<file path="src/rtl/adder_bist_sweeper_pkg.sv">
`default_nettype none
// ============================================================================
// Module   : adder_bist_pkg
// Brief    : Shared types and constants for the adder BIST sweeper.
// Revision : 1.0 - initial release
// ============================================================================
package adder_bist_pkg;

    localparam int DEFAULT_WIDTH = 8;

    typedef enum logic [1:0] {
        IDLE = 2'd0,
        RUN  = 2'd1,
        DONE = 2'd2
    } state_t;

    // Mismatch counter must hold 2^(2*WIDTH) without ever wrapping.
    function automatic int err_width(input int w);
        return 2 * w + 1;
    endfunction

endpackage
`default_nettype wire

</file>
<file path="src/rtl/adder_bist_sweeper_if.sv">
`default_nettype none
// ============================================================================
// Module   : adder_bist_sweeper_if
// Brief    : Control/result bundle between the BIST engine and its environment.
// Revision : 1.0 - initial release
// ============================================================================
interface adder_bist_sweeper_if
    import adder_bist_pkg::*;
#(
    parameter int WIDTH = DEFAULT_WIDTH
);
    localparam int EW = err_width(WIDTH);

    logic             start;
    logic             compare_in;
    logic [WIDTH-1:0] a_out;
    logic [WIDTH-1:0] b_out;
    logic             busy;
    logic             done;
    logic             pass;
    logic [EW-1:0]    err_count;
    logic             fail_valid;
    logic [WIDTH-1:0] fail_a;
    logic [WIDTH-1:0] fail_b;

    modport master (
        input  start, compare_in,
        output a_out, b_out, busy, done, pass, err_count,
               fail_valid, fail_a, fail_b
    );

    modport slave (
        output start, compare_in,
        input  a_out, b_out, busy, done, pass, err_count,
               fail_valid, fail_a, fail_b
    );
endinterface
`default_nettype wire

</file>
<file path="src/rtl/adder_bist_sweeper_counter.sv">
`default_nettype none
// ============================================================================
// Module   : operand_pair_counter
// Brief    : (A, B) pair counter; B is the fast digit, A steps on B wrap.
// Revision : 1.0 - initial release
// ============================================================================
module operand_pair_counter #(
    parameter int WIDTH = 8
) (
    input  wire logic             clk,
    input  wire logic             rst,
    input  wire logic             clear,
    input  wire logic             advance,
    output logic      [WIDTH-1:0] a,
    output logic      [WIDTH-1:0] b,
    output logic                  last
);
    logic [WIDTH-1:0] r_a;
    logic [WIDTH-1:0] r_b;

    always_ff @(posedge clk) begin
        if (rst || clear) begin
            r_a <= '0;
            r_b <= '0;
        end else if (advance) begin
            r_b <= r_b + WIDTH'(1);
            if (r_b == '1) begin
                r_a <= r_a + WIDTH'(1);
            end
        end
    end

    assign a    = r_a;
    assign b    = r_b;
    assign last = (r_a == '1) && (r_b == '1);
endmodule
`default_nettype wire

</file>
<file path="src/rtl/adder_bist_sweeper.sv">
`default_nettype none
// ============================================================================
// Module   : adder_bist_sweeper
// Brief    : Exhaustive operand sweep with mismatch count and first-fail capture.
// Revision : 1.0 - initial release
// ============================================================================
module adder_bist_sweeper
    import adder_bist_pkg::*;
#(
    parameter int WIDTH  = DEFAULT_WIDTH,
    parameter int SETTLE = 2
) (
    input  wire logic           clk,
    input  wire logic           rst,
    adder_bist_sweeper_if.master bus
);
    localparam int EW = err_width(WIDTH);
    localparam int SW = (SETTLE > 1) ? $clog2(SETTLE) : 1;
    localparam logic [SW-1:0] c_SETTLE_LOAD = SW'(SETTLE - 1);

    state_t           r_state;
    state_t           w_state_next;
    logic [SW-1:0]    r_settle;
    logic [EW-1:0]    r_err_count;
    logic             r_fail_valid;
    logic [WIDTH-1:0] r_fail_a;
    logic [WIDTH-1:0] r_fail_b;

    logic             w_accept;
    logic             w_sample;
    logic             w_advance;
    logic             w_last;
    logic [WIDTH-1:0] w_a;
    logic [WIDTH-1:0] w_b;

    always_ff @(posedge clk) begin
        if (rst) begin
            r_state <= IDLE;
        end else begin
            r_state <= w_state_next;
        end
    end

    // The final pair is sampled but never advanced, so operands rest at (max, max).
    always_comb begin
        w_state_next = r_state;
        w_accept     = 1'b0;
        w_sample     = 1'b0;
        w_advance    = 1'b0;
        case (r_state)
            IDLE, DONE: begin
                if (bus.start) begin
                    w_accept     = 1'b1;
                    w_state_next = RUN;
                end
            end
            RUN: begin
                if (r_settle == '0) begin
                    w_sample = 1'b1;
                    if (w_last) begin
                        w_state_next = DONE;
                    end else begin
                        w_advance = 1'b1;
                    end
                end
            end
            default: w_state_next = IDLE;
        endcase
    end

    operand_pair_counter #(
        .WIDTH (WIDTH)
    ) u_pair_counter (
        .clk     (clk),
        .rst     (rst),
        .clear   (w_accept),
        .advance (w_advance),
        .a       (w_a),
        .b       (w_b),
        .last    (w_last)
    );

    always_ff @(posedge clk) begin
        if (rst) begin
            r_settle     <= '0;
            r_err_count  <= '0;
            r_fail_valid <= 1'b0;
            r_fail_a     <= '0;
            r_fail_b     <= '0;
        end else if (w_accept) begin
            r_settle     <= c_SETTLE_LOAD;
            r_err_count  <= '0;
            r_fail_valid <= 1'b0;
            r_fail_a     <= '0;
            r_fail_b     <= '0;
        end else if (r_state == RUN) begin
            if (!w_sample) begin
                r_settle <= r_settle - SW'(1);
            end else begin
                r_settle <= c_SETTLE_LOAD;
                if (!bus.compare_in) begin
                    if (r_err_count != '1) begin
                        r_err_count <= r_err_count + EW'(1);
                    end
                    if (!r_fail_valid) begin
                        r_fail_valid <= 1'b1;
                        r_fail_a     <= w_a;
                        r_fail_b     <= w_b;
                    end
                end
            end
        end
    end

    assign bus.a_out      = w_a;
    assign bus.b_out      = w_b;
    assign bus.busy       = (r_state == RUN);
    assign bus.done       = (r_state == DONE);
    assign bus.pass       = (r_state == DONE) && (r_err_count == '0);
    assign bus.err_count  = r_err_count;
    assign bus.fail_valid = r_fail_valid;
    assign bus.fail_a     = r_fail_a;
    assign bus.fail_b     = r_fail_b;
endmodule
`default_nettype wire
</file>
<file path="src/flat_wrapper.sv">
// flat-port wrapper written by rule: the top's interface ports become plain ports
module adder_bist_sweeper_flat import adder_bist_pkg::*;
#(
    parameter int WIDTH  = DEFAULT_WIDTH,
    parameter int SETTLE = 2
)
  (clk, rst, bus_start, bus_compare_in, bus_a_out, bus_b_out, bus_busy, bus_done, bus_pass, bus_err_count, bus_fail_valid, bus_fail_a, bus_fail_b);
  adder_bist_sweeper_if #(.WIDTH(WIDTH)) bus_i ();
  input  wire logic clk;
  input  wire logic rst;
  input wire logic [$bits(bus_i.start)-1:0] bus_start;
  input wire logic [$bits(bus_i.compare_in)-1:0] bus_compare_in;
  output wire logic [$bits(bus_i.a_out)-1:0] bus_a_out;
  output wire logic [$bits(bus_i.b_out)-1:0] bus_b_out;
  output wire logic [$bits(bus_i.busy)-1:0] bus_busy;
  output wire logic [$bits(bus_i.done)-1:0] bus_done;
  output wire logic [$bits(bus_i.pass)-1:0] bus_pass;
  output wire logic [$bits(bus_i.err_count)-1:0] bus_err_count;
  output wire logic [$bits(bus_i.fail_valid)-1:0] bus_fail_valid;
  output wire logic [$bits(bus_i.fail_a)-1:0] bus_fail_a;
  output wire logic [$bits(bus_i.fail_b)-1:0] bus_fail_b;
  assign bus_i.start = bus_start;
  assign bus_i.compare_in = bus_compare_in;
  assign bus_a_out = bus_i.a_out;
  assign bus_b_out = bus_i.b_out;
  assign bus_busy = bus_i.busy;
  assign bus_done = bus_i.done;
  assign bus_pass = bus_i.pass;
  assign bus_err_count = bus_i.err_count;
  assign bus_fail_valid = bus_i.fail_valid;
  assign bus_fail_a = bus_i.fail_a;
  assign bus_fail_b = bus_i.fail_b;
  adder_bist_sweeper #(.WIDTH(WIDTH), .SETTLE(SETTLE)) u_core (.clk(clk), .rst(rst), .bus(bus_i));
endmodule
</file>
<file path="config.mk">
export PLATFORM = sky130hd
export DESIGN_NAME = adder_bist_sweeper_flat
export DESIGN_NICKNAME = d
export VERILOG_FILES = /design/src/rtl/adder_bist_sweeper_pkg.sv /design/src/rtl/adder_bist_sweeper_if.sv /design/src/rtl/adder_bist_sweeper_counter.sv /design/src/rtl/adder_bist_sweeper.sv /design/src/flat_wrapper.sv
export SDC_FILE = /design/constraint.sdc
export NUM_CORES = 1
export LEC_CHECK = 0
export CAP_MARGIN = 20
export CORE_ASPECT_RATIO = 1.25
export CORE_MARGIN = 2
export CORE_UTILIZATION = 53
export CTS_CLUSTER_SIZE = 40
export DETAILED_ROUTE_END_ITERATION = 10
export GPL_TIMING_DRIVEN = 0
export PLACE_DENSITY = 0.84
export SLEW_MARGIN = 15
export SYNTH_ARGS = -nofsm -noshare
export SYNTH_HDL_FRONTEND = slang
export SYNTH_HIERARCHICAL = 1
export SYNTH_SLANG_ARGS = --single-unit
</file>
<file path="constraint.sdc">
create_clock -name clk -period 4.51 [get_ports clk]
set_input_delay 0.451 -clock clk [delete_from_list [all_inputs] [get_ports clk]]
set_output_delay 0.451 -clock clk [all_outputs]
set_load 0.005 [all_outputs]
</file>
==> flow_summary.yaml <==
synth:
  synthDominantAreaCellType: "sky130_fd_sc_hd__dfxtp_1"
  syn_nets: 297
  synthArstFlopShare_pct: 0
  top_cells_by_area_in_the_synthesized_netlist: "sky130_fd_sc_hd__dfxtp_1 (45%), sky130_fd_sc_hd__nand2_1 (8.0%), sky130_fd_sc_hd__a21oi_1 (6.9%)"
  syn_area_mm2: 0.00238
  synth_top_cell_area_share_pct: 44.5
  synth_top_cells_by_count: "sky130_fd_sc_hd__dfxtp_1 (53), sky130_fd_sc_hd__nand2_1 (51), sky130_fd_sc_hd__a21oi_1 (33)"
  yosys_register_bits: 53
  synth_most_common_cell: "sky130_fd_sc_hd__dfxtp_1"
  synthDistinctLibCells: 35
  syn_area_per_cell_um2: 8.28
  gate_count_post_synth: 288
  synth_flop_cell: "sky130_fd_sc_hd__dfxtp_1"
  ys.warnings.count: 6
  synth_sequential_area_ratio_pct: 44.5
  synth-edff-count: 0
sta:
  finalSetupViolCount: 0
  clock-skew-final_ns: 0.00534
  layout_min_cycle_time_ns: 2.58
  fin_crit_sh_pct: 57.1
  tightest_slew_ns: 0.582
  setup_total_negative_slack_ns: 0
  final-hold-violation-count: 0
  slew_violations: 0
  max_clock_freq_ghz: 0.388
  slew_headroom_pct: 61.1
  grt_setup_unrepaired: "no"
finish:
  diodes: 0
  post_route_cells_drive_above_1_share_pct: 6.25
  area_growth_syn_to_layout_pct: 30.8
  finalNetCount: 360
power_and_ir_drop:
  comb_power_share_pct: 6.2
  clock_power_share_pct: 35.3
  ir_worst_vdd_mv: 0.216
  power.density_mw_per_mm2: 260
  p_total_mw: 0.811
  p_switching_mw: 0.183
  p_leak_nw: 0.988
  p_int_mw: 0.629
  power.switching_fraction_pct: 22.5
  power_frac_seq_pct: 58.5
outcome:
  outcome: "completed"
worst_setup_path:
  sequence_of_cells_on_the_critical_path: "ha_1, nand3_1, nor2_1, nand2_1, nor3_1, ha_1, clkbuf_1, or4_1, or3_1, a21oi_1"
  max_stage_delay_ns: 0.67
  worstSetupEndpointType: "flip-flop"
  critPathMaxFanout: 10
  worst_path_max_delay_cell: "sky130_fd_sc_hd__or4_1"
  worst-path-buf-inv: 1
  most_frequent_cell_on_critical_path: "sky130_fd_sc_hd__ha_1"
  critical_path_required_ns: 4.74
  worst-endpoint-arrival_ns: 2.81
  path_class: "reg -> reg"
  cp_launch_type: "flip-flop"
  critical_path.top_delay_family: "simple AND/OR/NAND/NOR gates"
global_routing:
  gr-usage-met1_pct: 28.2
  grt_most_used_layer: "met2"
  initial_antenna_violation_count: 0
  grt_overflow_total: 0
  met2_usage_in_global_routing_pct: 42.4
  grt_first_pass_wirelength_um: 9640
  globalRouteMet3Util_pct: 4.25
  first_global_vias: 2119
  grt_max_degree: 16
  track_usage_pct: 23.7
placed_design:
  gpl.final_weighted_congestion: 0.941
  io_buffers: 56
  dp.final_hpwl_um: 4180
floorplanning:
  die_h_um: 79.0
  io-pin-count: 57
  core_mm2: 0.00436
  placement_rows: 27
  design.die.area_mm2: 0.00505
  start_util_pct: 54.7
  fp.dieW_um: 64.0
detailed_routing:
  drcViolationCount: 0
  post_drt_via_cell_ratio: 5.70
  first_iter_violations: 167
  detail_route.wirelength_um: 5800
  wl_per_cell_um: 14.1
  antenna_violating_nets_post_route: 0
  dr_total_vias: 2336
  detail_route.first_pass.iterations: 4
clocking:
  hold_buffers: 0
  cts_root_buf: "sky130_fd_sc_hd__clkbuf_8"
  cts.path.max_buffers: 2
  cts_repair_resize_count: 0
  tritoncts: "done"
  postcts_setup_bufs: 0
  cts_htree_levels: 2
  clk_latency_ns: 0.30
  clk_pin_slew_worst_paths_ns: 0.09
  clock-sinks: 53
  numCtsBuffers: 5
run:
  max_capacitance_violation_count: 0
worst_hold_path:
  holdCritPathClass: "reg -> reg"
[layout make-up]
class / count / area [um^2]
fill: 361 / 1240
multi-input combinational: 215 / 1230
sequential: 53 / 1060
timing repair buffer: 56 / 561
clock buffer: 7 / 96.3
tap: 58 / 72.6
buffer: 13 / 61.3
inverter: 7 / 26.3
clock inverter: 1 / 5.00
[registers in the layout, indices dropped and copies added (netlist names)]
name                     flops
u_core/bus.fail_valid        1
u_core/bus.err_count        17
u_core/bus.fail_b            8
u_core/r_state               2
u_core/u_pair_counter/b      8
u_core/bus.fail_a            8
u_core/u_pair_counter/a      8
u_core/r_settle              1
[tightest hold or removal path: stages, from the launching register on]
cell and delay (ns):
sky130_fd_sc_hd__dfxtp_1 0.32, sky130_fd_sc_hd__nand2_1 0.05, sky130_fd_sc_hd__a21oi_1 0.05
[logic make-up after synthesis]
kind of cell	after synthesis	synth area share [%]
and+or+nand+nor	142	31.1
AOI/OAI and AO/OA	50	11.2
buffers and inverters	20	3.67
muxes	6	2.52
xor gates and xnor gates	12	4.41
adders and majority gates	5	2.62
DFF	53	44.5
[metrics by stage]
step | setup slack [ns] | util [%] | hold slack [ns] | cells | area, um^2
floorplan | 2.23 | - | 0.453 | 288 | 2380
global placement | 1.72 | 69.2 | 0.442 | 402 | 3020
detailed placement | 1.72 | 69.2 | 0.449 | 402 | 3020
CTS | 1.94 | 71.5 | 0.462 | 410 | 3120
global route | 1.76 | 71.5 | 0.481 | 410 | 3120
finish | 1.93 | 71.5 | 0.459 | 410 | 3120
[layout by cell type (no fill, tap or decap), types with 2 or more instances in the layout]
cell,netlist,layout
sky130_fd_sc_hd__a21oi_1,33,33
sky130_fd_sc_hd__a31o_2,2,2
sky130_fd_sc_hd__and4_1,2,2
sky130_fd_sc_hd__clkbuf_1,10,10
sky130_fd_sc_hd__clkbuf_8,0,7
sky130_fd_sc_hd__clkdlybuf4s50_1,0,56
sky130_fd_sc_hd__dfxtp_1,53,53
sky130_fd_sc_hd__ha_1,5,5
sky130_fd_sc_hd__inv_1,7,7
sky130_fd_sc_hd__mux2i_1,6,6
sky130_fd_sc_hd__nand2_1,51,51
sky130_fd_sc_hd__nand2b_1,2,2
sky130_fd_sc_hd__nand3_1,6,6
sky130_fd_sc_hd__nand3_2,2,2
sky130_fd_sc_hd__nand4_1,12,12
sky130_fd_sc_hd__nand4_2,2,2
sky130_fd_sc_hd__nor2_1,22,22
sky130_fd_sc_hd__nor2b_1,2,2
sky130_fd_sc_hd__nor3_1,6,6
sky130_fd_sc_hd__nor4_1,8,8
sky130_fd_sc_hd__nor4b_1,2,2
sky130_fd_sc_hd__o21ai_0,11,11
sky130_fd_sc_hd__o31ai_1,2,2
sky130_fd_sc_hd__or2_2,2,2
sky130_fd_sc_hd__or3_1,14,14
sky130_fd_sc_hd__or4_1,5,5
sky130_fd_sc_hd__xnor2_1,8,8
sky130_fd_sc_hd__xor2_1,4,4
[path summary, 6_finish.rpt]
path | cells past startpoint | startpoint | slack, ns | to
setup / recovery | 10 | u_core/bus.err_count[0] | 1.93 | u_core/bus.err_count[12]
hold / removal | 2 | u_core/bus.fail_b[5] | 0.46 | u_core/bus.fail_b[5]
setup reg to reg | 10 | u_core/bus.err_count[0] | 1.93 | u_core/bus.err_count[12]
hold reg to reg | 2 | u_core/bus.fail_b[5] | 0.46 | u_core/bus.fail_b[5]
[per-layer routing]
layer	vias up	part of all wire, %
met2	77	51
li1	1146	-
met5	-	0
met4	0	1.2
met3	8	5.8
met1	1105	42
[power groups by stage]
stage               combinational, mW  sequential [mW]  clock (mW)
global placement               0.0491            0.485           0
CTS                            0.0503            0.475       0.294
floorplan                      0.0316            0.485           0
detailed placement             0.0499            0.486           0
finish                         0.0505            0.475       0.286
global route                   0.0550            0.476       0.314
No activity file was read; power rests on OpenSTA's default activity.
